<file path="src/rtl/phase_sequencer.sv">
// Run/step/halt phase controller for the multi-cycle core: debounces exec,
// emits phase 0..5, stops cleanly at instruction boundaries.
//
// Ports:
//   clk, rst (async, active-low)
//   exec        raw button, active-low, asynchronous
//   step_mode   1 = one instruction per press
//   hlt         halt indication from the control unit
//   phase       0 = stopped, 1..5 = instruction phase
//   executing   phase is 1..5
//   halted      a halt instruction retired, until next press
//   instr_count retired instruction count (wraps)
//   press_evt   one-cycle pulse per accepted press
module phase_sequencer #(
  parameter logic [15:0] DEBOUNCE_CYCLES = 16'd50000
) (
  input  logic        clk,
  input  logic        rst,
  input  logic        exec,
  input  logic        step_mode,
  input  logic        hlt,
  output logic [2:0]  phase,
  output logic        executing,
  output logic        halted,
  output logic [15:0] instr_count,
  output logic        press_evt
);

  typedef enum logic [1:0] {
    S_IDLE,
    S_RUN,
    S_HALT
  } state_t;

  localparam logic [15:0] DB_LAST =
    DEBOUNCE_CYCLES - 16'd1;

  logic        s1_q, s2_q;
  logic        db_q, db_prev_q;
  logic        press_q;
  logic [15:0] db_cnt_q;

  state_t      state_q, state_d;
  logic [2:0]  phase_q, phase_d;
  logic [15:0] icnt_q, icnt_d;
  logic        hlt_lat_q, hlt_lat_d;
  logic        stop_q, stop_d;

  // db_prev_q delays the debounced level so the
  // press pulse lands one cycle after the fall.
  always_ff @(posedge clk or negedge rst) begin
    if (!rst) begin
      s1_q      <= 1'b1;
      s2_q      <= 1'b1;
      db_q      <= 1'b1;
      db_prev_q <= 1'b1;
      press_q   <= 1'b0;
      db_cnt_q  <= '0;
    end else begin
      s1_q      <= exec;
      s2_q      <= s1_q;
      db_prev_q <= db_q;
      press_q   <= db_prev_q & ~db_q;
      if (s2_q == db_q) begin
        db_cnt_q <= '0;
      end else if (db_cnt_q == DB_LAST) begin
        db_q     <= s2_q;
        db_cnt_q <= '0;
      end else begin
        db_cnt_q <= db_cnt_q + 16'd1;
      end
    end
  end

  always_ff @(posedge clk or negedge rst) begin
    if (!rst) begin
      state_q   <= S_IDLE;
      phase_q   <= 3'd0;
      icnt_q    <= '0;
      hlt_lat_q <= 1'b0;
      stop_q    <= 1'b0;
    end else begin
      state_q   <= state_d;
      phase_q   <= phase_d;
      icnt_q    <= icnt_d;
      hlt_lat_q <= hlt_lat_d;
      stop_q    <= stop_d;
    end
  end

  always_comb begin
    state_d   = state_q;
    phase_d   = phase_q;
    icnt_d    = icnt_q;
    hlt_lat_d = hlt_lat_q;
    stop_d    = stop_q;
    unique case (state_q)
      S_IDLE, S_HALT: begin
        if (press_q) begin
          state_d   = S_RUN;
          phase_d   = 3'd1;
          hlt_lat_d = 1'b0;
          stop_d    = 1'b0;
        end
      end
      S_RUN: begin
        hlt_lat_d = hlt_lat_q | hlt;
        stop_d    = stop_q | press_q;
        if (phase_q != 3'd5) begin
          phase_d = phase_q + 3'd1;
        end else begin
          icnt_d = icnt_q + 16'd1;
          // A press seen here while halting or
          // stepping is absorbed, not a restart.
          if (hlt_lat_q | hlt) begin
            state_d = S_HALT;
            phase_d = 3'd0;
          end else if (stop_q | press_q | step_mode) begin
            state_d = S_IDLE;
            phase_d = 3'd0;
          end else begin
            phase_d   = 3'd1;
            hlt_lat_d = 1'b0;
            stop_d    = 1'b0;
          end
        end
      end
      default: begin
        state_d = S_IDLE;
        phase_d = 3'd0;
      end
    endcase
  end

  always_comb begin
    phase       = phase_q;
    executing   = (state_q == S_RUN);
    halted      = (state_q == S_HALT);
    instr_count = icnt_q;
    press_evt   = press_q;
  end

endmodule
</file>
<file path="config.mk">
export PLATFORM = sky130hd
export DESIGN_NAME = phase_sequencer
export DESIGN_NICKNAME = d
export VERILOG_FILES = /design/src/rtl/phase_sequencer.sv
export SDC_FILE = /design/constraint.sdc
export NUM_CORES = 1
export LEC_CHECK = 0
export CORE_ASPECT_RATIO = 0.9
export CORE_MARGIN = 8
export CORE_UTILIZATION = 35
export CTS_CLUSTER_DIAMETER = 150
export DETAILED_ROUTE_END_ITERATION = 8
export DONT_BUFFER_PORTS = 1
export GPL_TIMING_DRIVEN = 0
export HOLD_SLACK_MARGIN = 0.05
export PLACE_DENSITY_LB_ADDON = 0.2
export SLEW_MARGIN = 20
export SYNTH_ARGS = -nofsm -noshare
export SYNTH_HDL_FRONTEND = slang
export SYNTH_SLANG_ARGS = --single-unit
</file>
<file path="constraint.sdc">
create_clock -name clk -period 1.7 [get_ports clk]
set_clock_uncertainty 0.1 [all_clocks]
set_input_delay 0.255 -clock clk [delete_from_list [all_inputs] [get_ports clk]]
set_output_delay 0.255 -clock clk [all_outputs]
set_load 0.05 [all_outputs]
</file>
; After elaboration in Yosys (flattened, before gate mapping)
; Cells that the tools add are included.
; Widths: inputs -> output; s select.
[totals]
wordCells = 56
regBits = 44
out_inout_bits = 22
in_bits = 5
[classes]
eq_ne = 8
n_bitwise = 7
n_reduce_logical = 7
addsub = 3
n_mux = 20
[op_table]
columns = cell, n
row1 = $add 16x1->16 const B, 2
row2 = $mux 16, 2
row3 = $eq 16x16->1 const B, 1
row4 = $mux 1, 8
row5 = $mux 2, 4
row6 = $mux 3, 2
row7 = $pmux 3 s2, 1
row8 = $reduce_and 2->1, 3
row9 = $ne 2x2->1 const B, 2
row10 = $pmux 1 s2, 2
row11 = $pmux 2 s2, 1
row12 = $add 3x1->3 const B, 1
row13 = $ne 3x1->1 const B, 1
row14 = $ne 3x3->1 const B, 1
row15 = $not 1->1, 3
row16 = $or 1x1->1, 3
row17 = $reduce_and 3->1, 1
row18 = $eq 2x1->1 const B, 1
row19 = $eq 2x2->1 const B, 1
row20 = $logic_not 2->1, 1
row21 = $reduce_bool 2->1, 1
row22 = $reduce_or 2->1, 1
row23 = $and 1x1->1, 1
row24 = $eq 1x1->1, 1

; Longest topological paths before layout
[depth]
depth_word = 6
depth_mapped = 5
ltp_nobuf = 5

; Worst setup path after synthesis
; OpenSTA, ideal clock, no wires.
[synth_timing]
path_kind = register to register
startpoint = register db_cnt_q[10]
endpoint = register db_cnt_q[14]
period_less_slack_ps = 1752
required_time_ps = 1481
setup_slack_ps = -52
path_stages_with_launch = 5
setup_time_ps = 119
path_buffers = 1
arrival_ps = 1534
path_cell_list = dfrtp_1 or3_1 o41ai_4 buf_6 nor2_1
[synth_via]
elab_chain_cells = 3
elab_cells_between_ends = 4
classes_between = 1 x add/sub / 1 x eq/ne / 2 x mux
[synth_lines]
columns = element, line
row1 = "start, declared", 41  ; logic [15:0] db_cnt_q;
row2 = "start signal, assigned", 70  ; db_cnt_q <= db_cnt_q + 16'd1;
row3 = $add 16x1->16 / $eq 16x16->1 (equally long branches), "70, 66"
row4 = $mux 16 *, 66  ; end else if (db_cnt_q == DB_LAST) begin
row5 = $mux 16 *, 64  ; if (s2_q == db_q) begin
; Mark *: on every way between the ends. The rest lies on a longest branch, timed or not.
; A chain may end at the register's enable or synchronous reset.

; Final worst setup path
[layout_timing]
startpoint = register db_cnt_q[13]
endpoint = register db_cnt_q[12]
[layout_via]
elab_chain_cells = 3
[layout_lines]
columns = element, line
row1 = $eq 16x16->1, 66
row2 = $mux 16, 66
row3 = $mux 16, 64
; Every way passes these cells.

==> reports/qor.yml <==
final_cell_area_sq_um: 2430
grt_overflow_total: 0
yosys-top-cells-area: "dfrtp_1 51%, xnor2_1 9.7%, dfstp_2 5.3%"
wl_per_cell_microns: 15.2
cts_max_level: 2
drt_wl_total_microns: 4100
cts_sinks: 44
max_freq_mhz: 565
syn_avg_cell_area_sq_um: 11.3
crit_path_end_kind: "flip-flop"
final_core_util_pct: 43.7
status: "finished with violations"
grt_pass1_wl_microns: 6870
fp.coreArea_sq_um: 5560
pre_cts_slack_ns: -0.265
hold_ws_ns: 0.145
critPathBufInv: 2
fin_nets: 206
synth_area_leader_cell: "dfrtp_1"
drc: 0
start_util_pct: 35.6
drtIter0Drc: 73
layout_setup_ws_ns: -0.0695
ys_seq_area_share_pct: 55.8
yosys_warnings: 0
ir_worst_vdd_uv: 469
worst_pin_slew_ns: 0.607
min_period_ns: 1.77
hold_path.class: "primary input to flip-flop"
areaGrowthSynthToFinish_pct: 22.7
cts.clk_slew.worst_paths_ns: 0.08
p_per_area_nw_per_um2: 746
dpl_cell_area_sq_um: 2070
setup_violations: 11
drt_pass1_iterations: 4
path_cells: "nor4b_2 > nand3b_1 > o41ai_4 > buf_4 > buf_6 > nor2_1"
synth_most_common_cell: "dfrtp_1"
ios: 27
maxCapViolCount: 0
drive_above_1_share_pct: 32.5
synth.ff_latch_count: 44
slowest_delay_ns: 0.40
cp-start-kind: "flip-flop"
violations: "negative setup slack"
yosys.area.top_type_share_pct: 50.5
async_flop_share_pct: 100
cts_buffers: 5
final-hold-violation-count: 0
die-area_sq_um: 8330
hp-start: "step_mode"
critical-path-top-delay-family: "simple AND/OR/NAND/NOR gates"
fill_cells: 519
rr_startpoint: "db_cnt_q[13]"
synth_nets: 183
clock_latency_ns: 0.29
root_buffer: "clkbuf_8"
grt_antenna_before_repair: 0
clockBufferDepth: 2
grt_start_max_net_pins: 45
row_count: 26
die_w_microns: 95.3
netlist_instances: 176
period_share_pct: 104
synth_edf_count: 0
syn_area_sq_um: 1980
cp-startpoint: "db_cnt_q[13]"
place.gp.congestion: 0.838
crit_type: "flip-flop to flip-flop"
power_mw: 1.81
synthTopCellsByCount: "40 x dfrtp_1, 26 x nor2_1, 22 x xnor2_1"
ys.flop_type: "dfrtp_1"
synth_cell_types: 31
port_buffers: 0
max_slew_margin_pct: 59.6
die_h_microns: 87.4
final_max_slew_viol_count: 0
leakage_nw: 0.978
ant_nets: 0
grt_pass1_vias: 1389
worstPathRequired_ns: 1.78
grt_usage_pct: 10.5
cts_tree: "done"
viasPerCell: 5.14
cp.arrival_ns: 1.85
via_count: 1389
grt_setup_unrepaired: "yes"
worst-path-max-fanout: 5
hpwlAfterDp_microns: 2630
critPathSlowestCell: "dfrtp_1"
diodes: 0
layout make-up:
class	instances	area (sq um)	area share, %
inverter	7	30.0	1.24
timing repair buffer	16	155	6.38
buffer	1	11.3	0.463
clock buffer	8	90.1	3.71
multi-input combinational	124	935	38.4
sequential	44	1120	46.2
tap	70	87.6	3.60
repair_timing:
item / in CTS / in global routing
buffers inserted: 7 / 4
cloned: 1 / 0
gates resized for setup: 22 / 15
pin swaps: 5 / 7
hold endpoints to repair: 46 / 0
endpoints found under the setup margin: 33 / 29
hold buffers: 4 / 0
state kept, by name (all words and copies together) (netlist names):
signal       cells
s1_q             1
press_evt        1
stop_q           1
phase            3
db_cnt_q        16
s2_q             1
hlt_lat_q        1
db_q             1
db_prev_q        1
instr_count     16
state_q          2
worst min-delay path, cell delays in order:
cell and delay [ns]:
nor4_2 0.03, a31oi_1 0.15, a221oi_1 0.06
final timing paths:
check | to | slack, ns | cells past startpoint
max | db_cnt_q[12] | -0.07 | 6
min | phase[0] | 0.14 | 3
max reg2reg | db_cnt_q[12] | -0.07 | 6
min reg2reg | s2_q | 0.26 | 0
max in group asynchronous | s1_q | 0.88 | 2
min in group asynchronous | instr_count[9] | 0.35 | 2
layout by cell type (no fill, tap or decap), drive strengths merged, types with 2 or more instances in the layout:
cell type,Yosys,layout
a22o,3,3
and4,3,3
nand3,9,9
ha,2,2
xor2,8,8
nor2b,3,3
dfstp,4,4
clkbuf,0,8
buf,1,14
mux2,3,3
dfrtp,40,40
nor4,6,6
nand2b,2,2
inv,7,6
nor3,5,5
nor2,26,26
nand2,8,8
nand3b,2,2
xnor2,22,22
dlygate4sd3,0,3
and3,3,3
nand4,9,9
stage by stage:
stage                     setup TNS, ns  cells
after CTS                        -0.359    266
after floorplan                  -0.185    176
after global routing              -1.98    270
final                            -0.425    270
after global placement            -3.72    246
after detailed placement          -5.37    246
metal layers:
layer  GRT usage, %  share of wire (%)  up-vias
li1               -                  -      655
met2           16.3                 48       38
met1           12.6                 44      689
met5              0                  0        -
met3           3.97                6.4        7
met4           4.39                1.3        0
cell families (layout without fill, tap and decap cells):
family	count (synthesis)	in the layout	synth area share [%]
simple gates	80	80	21.6
flops	44	44	55.8
xor+xnor	30	30	13.3
compound gates	9	9	4.42
buf+inv	8	32	1.90
mux	3	3	1.71
fa+ha+maj	2	2	1.26
power breakdown:
part           internal, mW  total, mW  switching, mW
clock network         0.332      0.670          0.339
registers              1.06       1.07         0.0118
logic                0.0350     0.0756         0.0406
(Power assumes the default switching activity.)
